**src/rtl/jups_fetch_pkg.sv**
```systemverilog
// rtl/jups_fetch_pkg.sv - shared types and default widths for the instruction fetch stage
package jups_fetch_pkg;

  localparam int ADDR_W_DEF = 32;
  localparam int DATA_W_DEF = 32;
  localparam int DEPTH_DEF  = 4;

  typedef enum logic [1:0] {
    IDLE = 2'd0,
    REQ  = 2'd1,
    DROP = 2'd2
  } fetch_state_t;

  typedef struct packed {
    logic [ADDR_W_DEF-1:0] pc;
    logic [DATA_W_DEF-1:0] instr;
  } fetch_entry_t;

endpackage

```
**src/rtl/fetch_queue.sv**
```systemverilog
// rtl/fetch_queue.sv - synchronous FIFO of fetched {pc, instr} entries with flush-style clear
module fetch_queue
  import jups_fetch_pkg::*;
#(
  parameter int  DEPTH   = DEPTH_DEF,
  parameter type entry_t = fetch_entry_t,
  localparam int PTR_W   = $clog2(DEPTH)
) (
  input  logic           clk,
  input  logic           reset,
  input  logic           clear,
  input  logic           push,
  input  entry_t         push_data,
  input  logic           pop,
  output entry_t         head_data,
  output logic           empty,
  output logic [PTR_W:0] count
);

  localparam logic [PTR_W:0] CNT_FULL = (PTR_W + 1)'(DEPTH);

  entry_t           mem_q [DEPTH];
  entry_t           mem_d [DEPTH];
  logic [PTR_W-1:0] wr_ptr_q, wr_ptr_d;
  logic [PTR_W-1:0] rd_ptr_q, rd_ptr_d;
  logic [PTR_W:0]   count_q, count_d;
  logic             full, do_push, do_pop;

  assign full    = (count_q == CNT_FULL);
  assign empty   = (count_q == '0);
  // clear wins over a same-cycle push or pop; a full queue still accepts a push alongside a pop
  assign do_pop  = pop && !empty && !clear;
  assign do_push = push && !clear && (!full || do_pop);

  always_comb begin
    mem_d    = mem_q;
    wr_ptr_d = wr_ptr_q;
    rd_ptr_d = rd_ptr_q;
    count_d  = count_q;
    if (clear) begin
      wr_ptr_d = '0;
      rd_ptr_d = '0;
      count_d  = '0;
    end else begin
      if (do_push) begin
        mem_d[wr_ptr_q] = push_data;
        wr_ptr_d        = wr_ptr_q + PTR_W'(1);
      end
      if (do_pop) begin
        rd_ptr_d = rd_ptr_q + PTR_W'(1);
      end
      count_d = count_q + (PTR_W + 1)'(do_push) - (PTR_W + 1)'(do_pop);
    end
  end

  always_ff @(posedge clk) begin
    if (reset) begin
      mem_q    <= '{default: '0};
      wr_ptr_q <= '0;
      rd_ptr_q <= '0;
      count_q  <= '0;
    end else begin
      mem_q    <= mem_d;
      wr_ptr_q <= wr_ptr_d;
      rd_ptr_q <= rd_ptr_d;
      count_q  <= count_d;
    end
  end

  assign head_data = mem_q[rd_ptr_q];
  assign count     = count_q;

endmodule

```
**src/rtl/instruction_fetch_unit.sv**
```systemverilog
// rtl/instruction_fetch_unit.sv - fetch stage: PC-driven imem req/ack fetch into a decode queue
module instruction_fetch_unit
  import jups_fetch_pkg::*;
#(
  parameter int ADDR_W = ADDR_W_DEF,
  parameter int DATA_W = DATA_W_DEF,
  parameter int DEPTH  = DEPTH_DEF
) (
  input  logic              clk,
  input  logic              reset,
  input  logic [ADDR_W-1:0] pc_in,
  output logic              pc_stall,
  input  logic              flush,
  output logic              imem_req,
  output logic [ADDR_W-1:0] imem_addr,
  input  logic              imem_ack,
  input  logic [DATA_W-1:0] imem_rdata,
  output logic              instr_valid,
  input  logic              instr_ready,
  output logic [DATA_W-1:0] instr,
  output logic [ADDR_W-1:0] instr_pc
);

  localparam int             CNT_W     = $clog2(DEPTH) + 1;
  localparam logic [CNT_W-1:0] CNT_DEPTH = CNT_W'(DEPTH);

  typedef struct packed {
    logic [ADDR_W-1:0] pc;
    logic [DATA_W-1:0] instr;
  } entry_t;

  fetch_state_t      state_q, state_d;
  logic [ADDR_W-1:0] addr_q, addr_d;
  logic              req_q, req_d;

  logic              can_issue;
  logic              q_push, q_pop, q_empty;
  logic [CNT_W-1:0]  q_count;
  entry_t            q_wdata, q_head;

  // issuing requires a free slot, so an in-flight fetch can always be pushed
  assign can_issue = !flush && (q_count < CNT_DEPTH);
  assign pc_stall  = reset || !((state_q == IDLE) && can_issue);

  always_comb begin
    state_d = state_q;
    addr_d  = addr_q;
    req_d   = req_q;
    q_push  = 1'b0;
    case (state_q)
      IDLE: begin
        if (can_issue) begin
          addr_d  = pc_in;
          req_d   = 1'b1;
          state_d = REQ;
        end
      end
      REQ: begin
        if (imem_ack) begin
          q_push  = !flush;
          req_d   = 1'b0;
          state_d = IDLE;
        end else if (flush) begin
          state_d = DROP;
        end
      end
      DROP: begin
        // the bus request is never withdrawn; wait out the stale ack
        if (imem_ack) begin
          req_d   = 1'b0;
          state_d = IDLE;
        end
      end
      default: begin
        req_d   = 1'b0;
        state_d = IDLE;
      end
    endcase
  end

  always_ff @(posedge clk) begin
    if (reset) begin
      state_q <= IDLE;
      addr_q  <= '0;
      req_q   <= 1'b0;
    end else begin
      state_q <= state_d;
      addr_q  <= addr_d;
      req_q   <= req_d;
    end
  end

  assign q_wdata = '{pc: addr_q, instr: imem_rdata};
  assign q_pop   = instr_valid && instr_ready;

  fetch_queue #(
    .DEPTH  (DEPTH),
    .entry_t(entry_t)
  ) u_fetch_queue (
    .clk      (clk),
    .reset    (reset),
    .clear    (flush),
    .push     (q_push),
    .push_data(q_wdata),
    .pop      (q_pop),
    .head_data(q_head),
    .empty    (q_empty),
    .count    (q_count)
  );

  assign imem_req    = req_q;
  assign imem_addr   = addr_q;
  assign instr_valid = !q_empty;
  assign instr       = q_head.instr;
  assign instr_pc    = q_head.pc;

endmodule

```
**config.mk**
```make
export PLATFORM = sky130hd
export DESIGN_NAME = instruction_fetch_unit
export DESIGN_NICKNAME = d
export VERILOG_FILES = /design/src/rtl/jups_fetch_pkg.sv /design/src/rtl/fetch_queue.sv /design/src/rtl/instruction_fetch_unit.sv
export SDC_FILE = /design/constraint.sdc
export NUM_CORES = 1
export LEC_CHECK = 0
export CAP_MARGIN = 20
export CELL_PAD_IN_SITES_DETAIL_PLACEMENT = 0
export CELL_PAD_IN_SITES_GLOBAL_PLACEMENT = 1
export CORE_ASPECT_RATIO = 1.2
export CORE_MARGIN = 4
export CORE_UTILIZATION = 44
export CTS_CLUSTER_DIAMETER = 40
export CTS_CLUSTER_SIZE = 14
export DETAILED_ROUTE_END_ITERATION = 16
export GPL_TIMING_DRIVEN = 0
export PLACE_DENSITY = 0.82
export SYNTH_ARGS = -nofsm -noshare
export SYNTH_HDL_FRONTEND = slang
export SYNTH_SLANG_ARGS = --single-unit
```
**constraint.sdc**
```tcl
create_clock -name clk -period 2.9 [get_ports clk]
set_input_delay 0.58 -clock clk [delete_from_list [all_inputs] [get_ports clk]]
set_output_delay 0.58 -clock clk [all_outputs]
set_load 0.03 [all_outputs]
```
=== After elaboration in Yosys (flattened, before gate mapping) ===
Index checks and enable logic that the tools add are counted.

* Register bits: 298
* Input port bits: 69
* Output and inout port bits: 99
* Word-level logic and storage cells: 70

* Add/subtract/negate cells: 4
* Magnitude comparators: 4
* Equal/unequal tests: 7
* Multiplexer cells: 16
* Bitwise operators: 3
* Reductions and logical operators: 22

{| class="wikitable"
|+ Operators with widths
! operator !! number
|-
| bitwise mux 256 bit || 1
|-
| 2-to-1 mux 64 bit || 3
|-
| binary-select mux 64 bit (select 2 bit) || 1
|-
| demux 64 bit (select 2 bit) || 1
|-
| logical AND 1 bit || 8
|-
| 2-to-1 mux 2 bit || 4
|-
| greater-or-equal comparator 3 bit, second input constant || 2
|-
| NOT 2 -> 3 bit || 2
|-
| case mux 2 bit (3 select lines) || 1
|-
| AND reduction 2 bit || 3
|-
| adder 2 x 1 -> 2 bit, second input constant || 2
|-
| zero test 1 bit || 4
|-
| 2-to-1 mux 1 bit || 4
|-
| != test 2 bit, second input constant || 2
|-
| OR reduction 2 bit || 2
|-
| adder 3 x 1 -> 3 bit || 1
|-
| equality test 3 bit, second input constant || 1
|-
| zero test 3 bit || 1
|-
| less-than comparator 3 x 1 -> 1 bit, second input constant || 1
|-
| less-than comparator 3 bit, second input constant || 1
|-
| != test 3 bit, second input constant || 1
|-
| AND reduction 3 bit || 1
|-
| subtractor 3 x 1 -> 3 bit || 1
|-
| equality test 2 x 1 -> 1 bit, second input constant || 1
|-
| other kinds (6) || 7
|}

=== Depth between registers and ports, before layout ===
Gate-level depths: netlist (run 1).

* Word-level depth: 9
* Gate-level depth with buffers: 8
* Depth with buffers taken out: 8

=== Modules after synthesis ===
Synthesis (run 1) repeated with hierarchy kept, for this count alone.

* Cells, all modules: 1,193
* Area total of the unflattened synthesis: 13,510.5 µm²

{| class="wikitable"
|+ Modules (own cells, without submodules)
! module !! instances !! cells each !! area each (µm²) !! sequential area each (µm²)
|-
| fetch_queue || 1 || 1,024 || 12,119.1 || 5,265.0
|-
| instruction_fetch_unit || 1 || 169 || 1,391.3 || 700.7
|}

=== Worst setup path after synthesis (run 1) ===
Ideal clock, no wire load.

* Path kind: input-to-reg
* From: input port instr_ready
* To: register u_fetch_queue.count_q[2] (netlist: u_fetch_queue.count[2])
* Library setup time: 0.130 ns
* Arrival: 2.115 ns
* Required time: 2.770 ns
* Path slack: 0.655 ns
* Cell stages on the path: 7
* Path buffers: 1
* Cells stage by stage: or4b_1 -> buf_2 -> nor2b_1 -> ha_1 -> fa_1 -> xnor2_1 -> nor3_1

* Cells in the longest elaborated chain, start to end: 7

{| class="wikitable"
|+ Ends and longest elaborated chain
! what !! RTL line !! source
|-
| start, declared || instruction_fetch_unit.sv:19 || <nowiki>input logic instr_ready,</nowiki>
|-
| logical AND 1 bit (*) || instruction_fetch_unit.sv:94 || <nowiki>assign q_pop = instr_valid && instr_ready;</nowiki>
|-
| logical AND 1 bit (*) (2 in a row) || fetch_queue.sv:32 || <nowiki>assign do_pop = pop && !empty && !clear;</nowiki>
|-
| logical OR 1 bit || fetch_queue.sv:33 || <nowiki>assign do_push = push && !clear && (!full || do_pop);</nowiki>
|-
| logical AND 1 bit || fetch_queue.sv:33 ||
|-
| adder 3 x 1 -> 3 bit || fetch_queue.sv:52 || <nowiki>count_d = count_q + (PTR_W + 1)'(do_push) - (PTR_W + 1)'(do_pop);</nowiki>
|-
| subtractor 3 x 1 -> 3 bit (*) || fetch_queue.sv:52 ||
|-
| end signal, assigned || fetch_queue.sv:66 || <nowiki>count_q <= count_d;</nowiki>
|-
| end, declared || fetch_queue.sv:26 || <nowiki>logic [PTR_W:0] count_q, count_d;</nowiki>
|}

Every way passes the cells marked *; elsewhere a longest branch is shown, timed or not.
A chain may end at the register's enable or synchronous reset.

=== Worst setup path after layout (run 1) ===
* From: register u_fetch_queue.rd_ptr_q[0]
* To: output port instr_pc[12]

* Cells in the longest elaborated chain, start to end: 4

{| class="wikitable"
|+ Ends and longest elaborated chain
! what !! RTL line !! source
|-
| start, declared || fetch_queue.sv:25 || <nowiki>logic [PTR_W-1:0] rd_ptr_q, rd_ptr_d;</nowiki>
|-
| start signal, assigned || fetch_queue.sv:65 || <nowiki>rd_ptr_q <= rd_ptr_d;</nowiki>
|-
| NOT 2 -> 3 bit (not written as such) || fetch_queue.sv:70 || <nowiki>assign head_data = mem_q[rd_ptr_q];</nowiki>
|-
| binary-select mux 64 bit (select 2 bit) || fetch_queue.sv:70 ||
|-
| 2-to-1 mux 64 bit (not written as such) (2 in a row) || fetch_queue.sv:70 ||
|-
| end, declared || instruction_fetch_unit.sv:21 || <nowiki>output logic [ADDR_W-1:0] instr_pc</nowiki>
|}

Every way passes these cells. The select of a mux whose other input is x is not followed.

==> flow_summary.toml, run 1 <==
[global_routing]
grt_max_degree = 20
grt.total_usage = 0.2030
grt_pass1_vias = 10030
grt_pass1_wl_mm = 54.45
antenna_found_initial = 0
gr-total-overflow = 0

[sta]
tightest_slew_ns = 0.6781
grt_setup_unrepaired = "no"
drv_slew = 0
period_needed_ns = 2.820
setup_violations = 0
fin_crit_sh = 0.9724
tns_ns = 0
worst_slew_margin_rel = 0.5479
hold_viol_final = 0
fmaxAchievable_mhz = 354.6
finalClockSkew_ns = 0.02020

[clock_network]
clock-root-buffer = "clkbuf_16"
cts-buffers-inserted = 39
clk_latency_ns = 0.52
tritoncts = "done"
clk_path_buf_depth = 3
ctsHtreeMaxLevel = 2
cts.sinks = 298
clk_pin_slew_ns = 0.06

[placement]
hpwl_mm = 23.29
post-place-cells = 1754
place_area_um2 = 15600
gp_congestion = 0.7664
io_buffers = 165

[logic_synthesis]
netlist_area_um2 = 13460
synth_top_family_by_area = "multiplexers"
synth-compound-area-share = 0.01812
synthCells = 1199
synthAdderAreaFrac = 0.008922
synth_xor_area_frac = 0.001301
synthSimpleGateAreaFrac = 0.1837
syn_nets = 1277
synth_top_area_frac = 0.4431
yosys.area.top_type = "dfxtp_1"
yosys-top-cells-area = "dfxtp_1 (44%), mux2i_1 (19%), nand2b_1 (15%), mux4_2 (11%), nand2_1 (2.0%)"
avgSynthCellArea_um2 = 11.23
yosysSeqAreaShare = 0.4431
synth_seq_cells = 298
ys_types = 38
muxShareOfSynthArea = 0.2981
ys_warn_count = 0

[min_path]
hold_path.class = "reg -> reg"

[finish]
mostFrequentLayoutCell = "nand2b_1"
layout-drive-gt1-share = 0.1290
utilization = 0.5692
mostFrequentLayoutCells = "nand2b_1 (323), dfxtp_1 (297), mux2i_1 (257)"
fin_cells = 1824
nets = 1483
n_fill_cell = 2655
area_growth_syn_to_layout_pct = 26.29
diodes = 0
post-route-cell-area_um2 = 17000

[worst_setup_path]
crit_type = "reg -> out"
r2r_setup_slack_ns = 0.69
critPathMaxFanout = 5
max_stage_delay_ns = 0.62
critPathRequiredTime_ns = 2.32
endpoint_kind = "output pin"
worst_setup_path_start_kind = "register"
slowest_stage = "clkdlybuf4s50_1"
worstPathArrival_ns = 2.24
crit_chain = "buf_6 > mux4_2 > clkdlybuf4s50_1"

[die]
dieArea_um2 = 33470
fp.dieW_um = 167.7
initial_core_util = 0.4507
core_area_um2 = 29870
io_pins = 168
core.rowCount = 69
chipHeight_um = 199.6

[pwr]
power.density_nw_per_um2 = 591.8
clkPwrFrac = 0.505
p_int_mw = 7.686
power.leakage_nw = 7.363
p_total_mw = 10.06
vdd_drop_max_mv = 0.5647
swShare = 0.2361
pwr-share-comb = 0.078
p_sw_mw = 2.376
seqPwrFrac = 0.417

[routing]
wl_per_cell_um = 18.70
vias = 9283
via_per_inst = 5.089
drc = 0
routed_wirelength_mm = 34.12
dr.first_iter.drc_count = 514
firstDrtPassIters = 5
postRouteAntennaNets = 0

[flow_run]
maxCapViolCount = 0

[run_status]
status = "completed"
[stage by stage]
stage,setup WS [ns],hold slack [ns]
final,0.07997,0.4702
after global routing,0.002527,0.4915
after CTS,0.02039,0.4730
after detailed placement,-0.7487,0.4614
after global placement,-0.7863,0.4549
after floorplan,0.6551,0.4455
[critical path, delay by kind of cell (launching register included)]
kind | cells | cell delay, ns
flops | 1 | 0.38
buf+inv | 2 | 0.78
mux | 1 | 0.55
[state kept, by name (all words and copies together) (netlist names)]
signal / flops
u_fetch_queue.mem_q: 256
u_fetch_queue.wr_ptr_q: 2
u_fetch_queue.count: 3
u_fetch_queue.rd_ptr_q: 2
state_q: 2
imem_addr: 32
imem_req: 1
[timing repair]
action	4_1_cts	5_1_grt
setup endpoints to repair	65	1
pin swaps	1	0
cloned	1	0
resized for setup	88	1
hold buffers	0	0
setup buffers	1	0
[path summary, 6_finish.rpt]
check / cells after the start / to / startpoint
max: 3 / instr_pc[12] / u_fetch_queue.rd_ptr_q[0]
min reg2reg: 2 / u_fetch_queue.mem_q[79] / u_fetch_queue.mem_q[79]
max reg2reg: 8 / u_fetch_queue.count[2] / u_fetch_queue.count[2]
min: 2 / u_fetch_queue.mem_q[79] / u_fetch_queue.mem_q[79]
[area by class of cell]
class                           count  area (um2)  area share
Tap cell                          390       488.0     0.02870
Timing Repair Buffer              167        1602     0.09419
Sequential cell                   298        5967      0.3509
Multi-Input combinational cell    799        6880      0.4047
Clock inverter                     22       285.3     0.01678
Inverter                            8       30.03    0.001766
Buffer                             92       648.1     0.03812
Clock buffer                       48        1102     0.06483
[cells in the mapped netlist]
library cell / instances
fa_1: 1
o21bai_1: 1
buf_1: 1
clkbuf_1: 57
or4b_1: 1
nor3_1: 3
nand2_1: 72
xnor2_1: 2
and2_1: 2
ha_1: 8
buf_8: 12
and2_4: 2
or3b_2: 1
nor4_1: 1
or3_1: 1
nand3b_1: 1
inv_1: 8
dfxtp_1: 298
o21ai_0: 3
buf_4: 7
nand4_1: 3
buf_2: 7
nand4b_1: 1
buf_6: 10
o21a_1: 1
nor4b_1: 1
and4b_1: 2
mux4_2: 64
a211oi_1: 3
mux2i_1: 257
nor2b_1: 3
a21boi_0: 1
o311ai_0: 1
nor2_1: 3
nand2b_1: 323
nor3b_1: 1
a21oi_1: 35
nand3_1: 1
[metal layers]
metal	part of all wire	up-vias	GRT usage	wire [um]
met1	0.44	4514	0.2516	14890
met5	0	-	0	0
met2	0.50	200	0.3649	16980
li1	-	4516	-	-
met3	0.043	53	0.03443	1451
met4	0.023	0	0.05923	797
[logic make-up (layout without fill, tap and decap cells)]
kind of cell | Yosys count | count (layout)
AOI/OAI and AO/OA | 45 | 45
xor gates and xnor gates | 2 | 2
adders and majority gates | 9 | 9
buffers and inverters | 102 | 337
DFF | 298 | 298
muxes | 321 | 321
and+or+nand+nor | 422 | 422
[power groups by stage]
stage          registers, mW  clock network [mW]  logic (mW)
2_1_floorplan           4.35                   0       0.389
3_3_place_gp            4.29                   0       0.796
3_5_place_dp            4.29                   0       0.798
4_1_cts                 4.20                5.18       0.796
5_1_grt                 4.21                5.35       0.842
6_report                4.20                5.08       0.782
No activity file was read; power rests on OpenSTA's default activity.
==> inputs of run 2 (changes only) <==
CORE_MARGIN = default   (was 4)
==> flow_summary.toml, run 2 (synthesis gave the netlist of run 1 again) <==
[run_status]
status = "completed"

[worst_setup_path]
ff2ff_path_depth = 8
r2r_setup_slack_ns = 0.71
critPathMaxFanout = 10
slowest_stage = "mux4_2"
setup.worst_path.end = "instr_pc[1]"
r2r_end = "u_fetch_queue.count[2]"
crit_chain = "clkbuf_4 > clkbuf_2 > mux4_2 > dlygate4sd2_1"
endpoint_kind = "output pin"
critPathRequiredTime_ns = 2.32
worst_setup_path_start_kind = "register"
crit_type = "reg -> out"
worstPathArrival_ns = 2.27
reg2reg_from = "u_fetch_queue.count[2]"
crit_start = "u_fetch_queue.rd_ptr_q[1]"
max_stage_delay_ns = 0.41

[routing]
routed_wirelength_mm = 33.31
drc = 0
dr.first_iter.drc_count = 422
wl_per_cell_um = 18.27
vias = 9263
via_per_inst = 5.081
postRouteAntennaNets = 0
firstDrtPassIters = 5

[die]
initial_core_util = 0.4507
chipHeight_um = 193.6
core.rowCount = 69
io_pins = 168
fp.dieW_um = 161.7
dieArea_um2 = 31300
core_area_um2 = 29870

[placement]
hpwl_mm = 22.67
io_buffers = 165
gp_congestion = 0.7524

[pwr]
swShare = 0.2345
p_total_mw = 10.16
power.leakage_nw = 7.339
vdd_drop_max_mv = 0.4130
power.density_nw_per_um2 = 597.4
clkPwrFrac = 0.510
seqPwrFrac = 0.414
p_int_mw = 7.777
p_sw_mw = 2.382
pwr-share-comb = 0.077

[finish]
area_growth_syn_to_layout_pct = 26.31
mostFrequentLayoutCell = "nand2b_1"
regMostFlops = "u_fetch_queue.mem_q"
utilization = 0.5693
multiInputGateArea_um2 = 6880
largest_reg_flops = 256
diodes = 0
mostFrequentLayoutCells = "nand2b_1 (323), dfxtp_1 (297), mux2i_1 (257)"
layout-drive-gt1-share = 0.1424
seqCellArea_um2 = 5967
n_fill_cell = 2638
nets = 1482

[global_routing]
grt_pass1_vias = 9658
antenna_found_initial = 0
gr-total-overflow = 0
grt_max_degree = 20
grt_pass1_wl_mm = 53.62
grt.total_usage = 0.2169

[clock_network]
clk_path_buf_depth = 3
clock-root-buffer = "clkbuf_16"
tritoncts = "done"
cts-buffers-inserted = 38
clk_pin_slew_ns = 0.06
clk_latency_ns = 0.52
cts.sinks = 298
ctsHtreeMaxLevel = 2

[sta]
worst_slew_margin_rel = 0.5826
setup_violations = 0
fmaxAchievable_mhz = 350.7
hold_viol_final = 0
tns_ns = 0
grt_setup_unrepaired = "no"
tightest_slew_ns = 0.6261
fin_crit_sh = 0.9833
drv_slew = 0
finalClockSkew_ns = 0.01071
period_needed_ns = 2.852
holdWs_ns = 0.4681

[min_path]
hold_path.class = "reg -> reg"

[flow_run]
maxCapViolCount = 0
## run 2: critical path, delay by kind of cell (launching register included)
| kind | cells | cell delay, ns |
|---|---|---|
| mux | 1 | 0.41 |
| flops | 1 | 0.34 |
| buf+inv | 3 | 0.99 |
## run 2: cell type report
| class | count | share of cell area |
|---|---|---|
| repair buffers | 167 | 0.09241 |
| flip-flops and latches | 298 | 0.3509 |
| multi-input cells | 799 | 0.4046 |
| clock inverters | 25 | 0.02332 |
| plain buffers | 92 | 0.03870 |
| well taps | 390 | 0.02870 |
| inverters | 8 | 0.001766 |
| clock buffers | 44 | 0.05960 |
## run 2: what timing repair did
action,in CTS,in global routing
endpoints found under the setup margin,65,19
gates cloned,1,0
setup buffers,1,0
resized for setup,106,29
pin swaps,1,0
hold buffers,0,0
## run 2: how the worst min path moves through the flow
stage                                           to  slack, ns                      from  cells past startpoint
final                      u_fetch_queue.mem_q[86]       0.47   u_fetch_queue.mem_q[86]                      2
after global routing       u_fetch_queue.mem_q[49]       0.49   u_fetch_queue.mem_q[49]                      2
after CTS                  u_fetch_queue.mem_q[94]       0.47   u_fetch_queue.mem_q[94]                      2
after detailed placement   u_fetch_queue.mem_q[35]       0.46   u_fetch_queue.mem_q[35]                      2
after global placement     u_fetch_queue.mem_q[93]       0.45   u_fetch_queue.mem_q[93]                      2
after floorplan           u_fetch_queue.mem_q[126]       0.45  u_fetch_queue.mem_q[126]                      2
## run 2: through the flow
step                      setup slack (ns)  instance area [um2]  cells
after floorplan                     0.6551                13460   1199
after global placement             -0.6160                15600   1754
after detailed placement           -0.6249                15600   1754
after CTS                         0.001278                17060   1823
after global routing              0.008087                17010   1823
final                              0.04841                17010   1823
## run 2: per-layer routing
metal,track usage,vias to the layer above,wire [um]
li1,-,4528,-
met1,0.2758,4515,14910
met2,0.3867,189,16690
met3,0.03144,31,1287
met4,0.04682,0,422
met5,0,-,0
## run 2: power groups by stage
| stage | clock network, mW | registers, mW | logic [mW] |
|---|---|---|---|
| final | 5.18 | 4.20 | 0.778 |
| after global routing | 5.47 | 4.21 | 0.837 |
| after floorplan | 0 | 4.35 | 0.389 |
| after detailed placement | 0 | 4.29 | 0.794 |
| after global placement | 0 | 4.29 | 0.791 |
| after CTS | 5.26 | 4.20 | 0.792 |
==> inputs of run 3 (changes only) <==
CAP_MARGIN = default   (was 20)
==> results of run 3 <==
The final DEF is identical to that of run 2; final timing and power are the same.
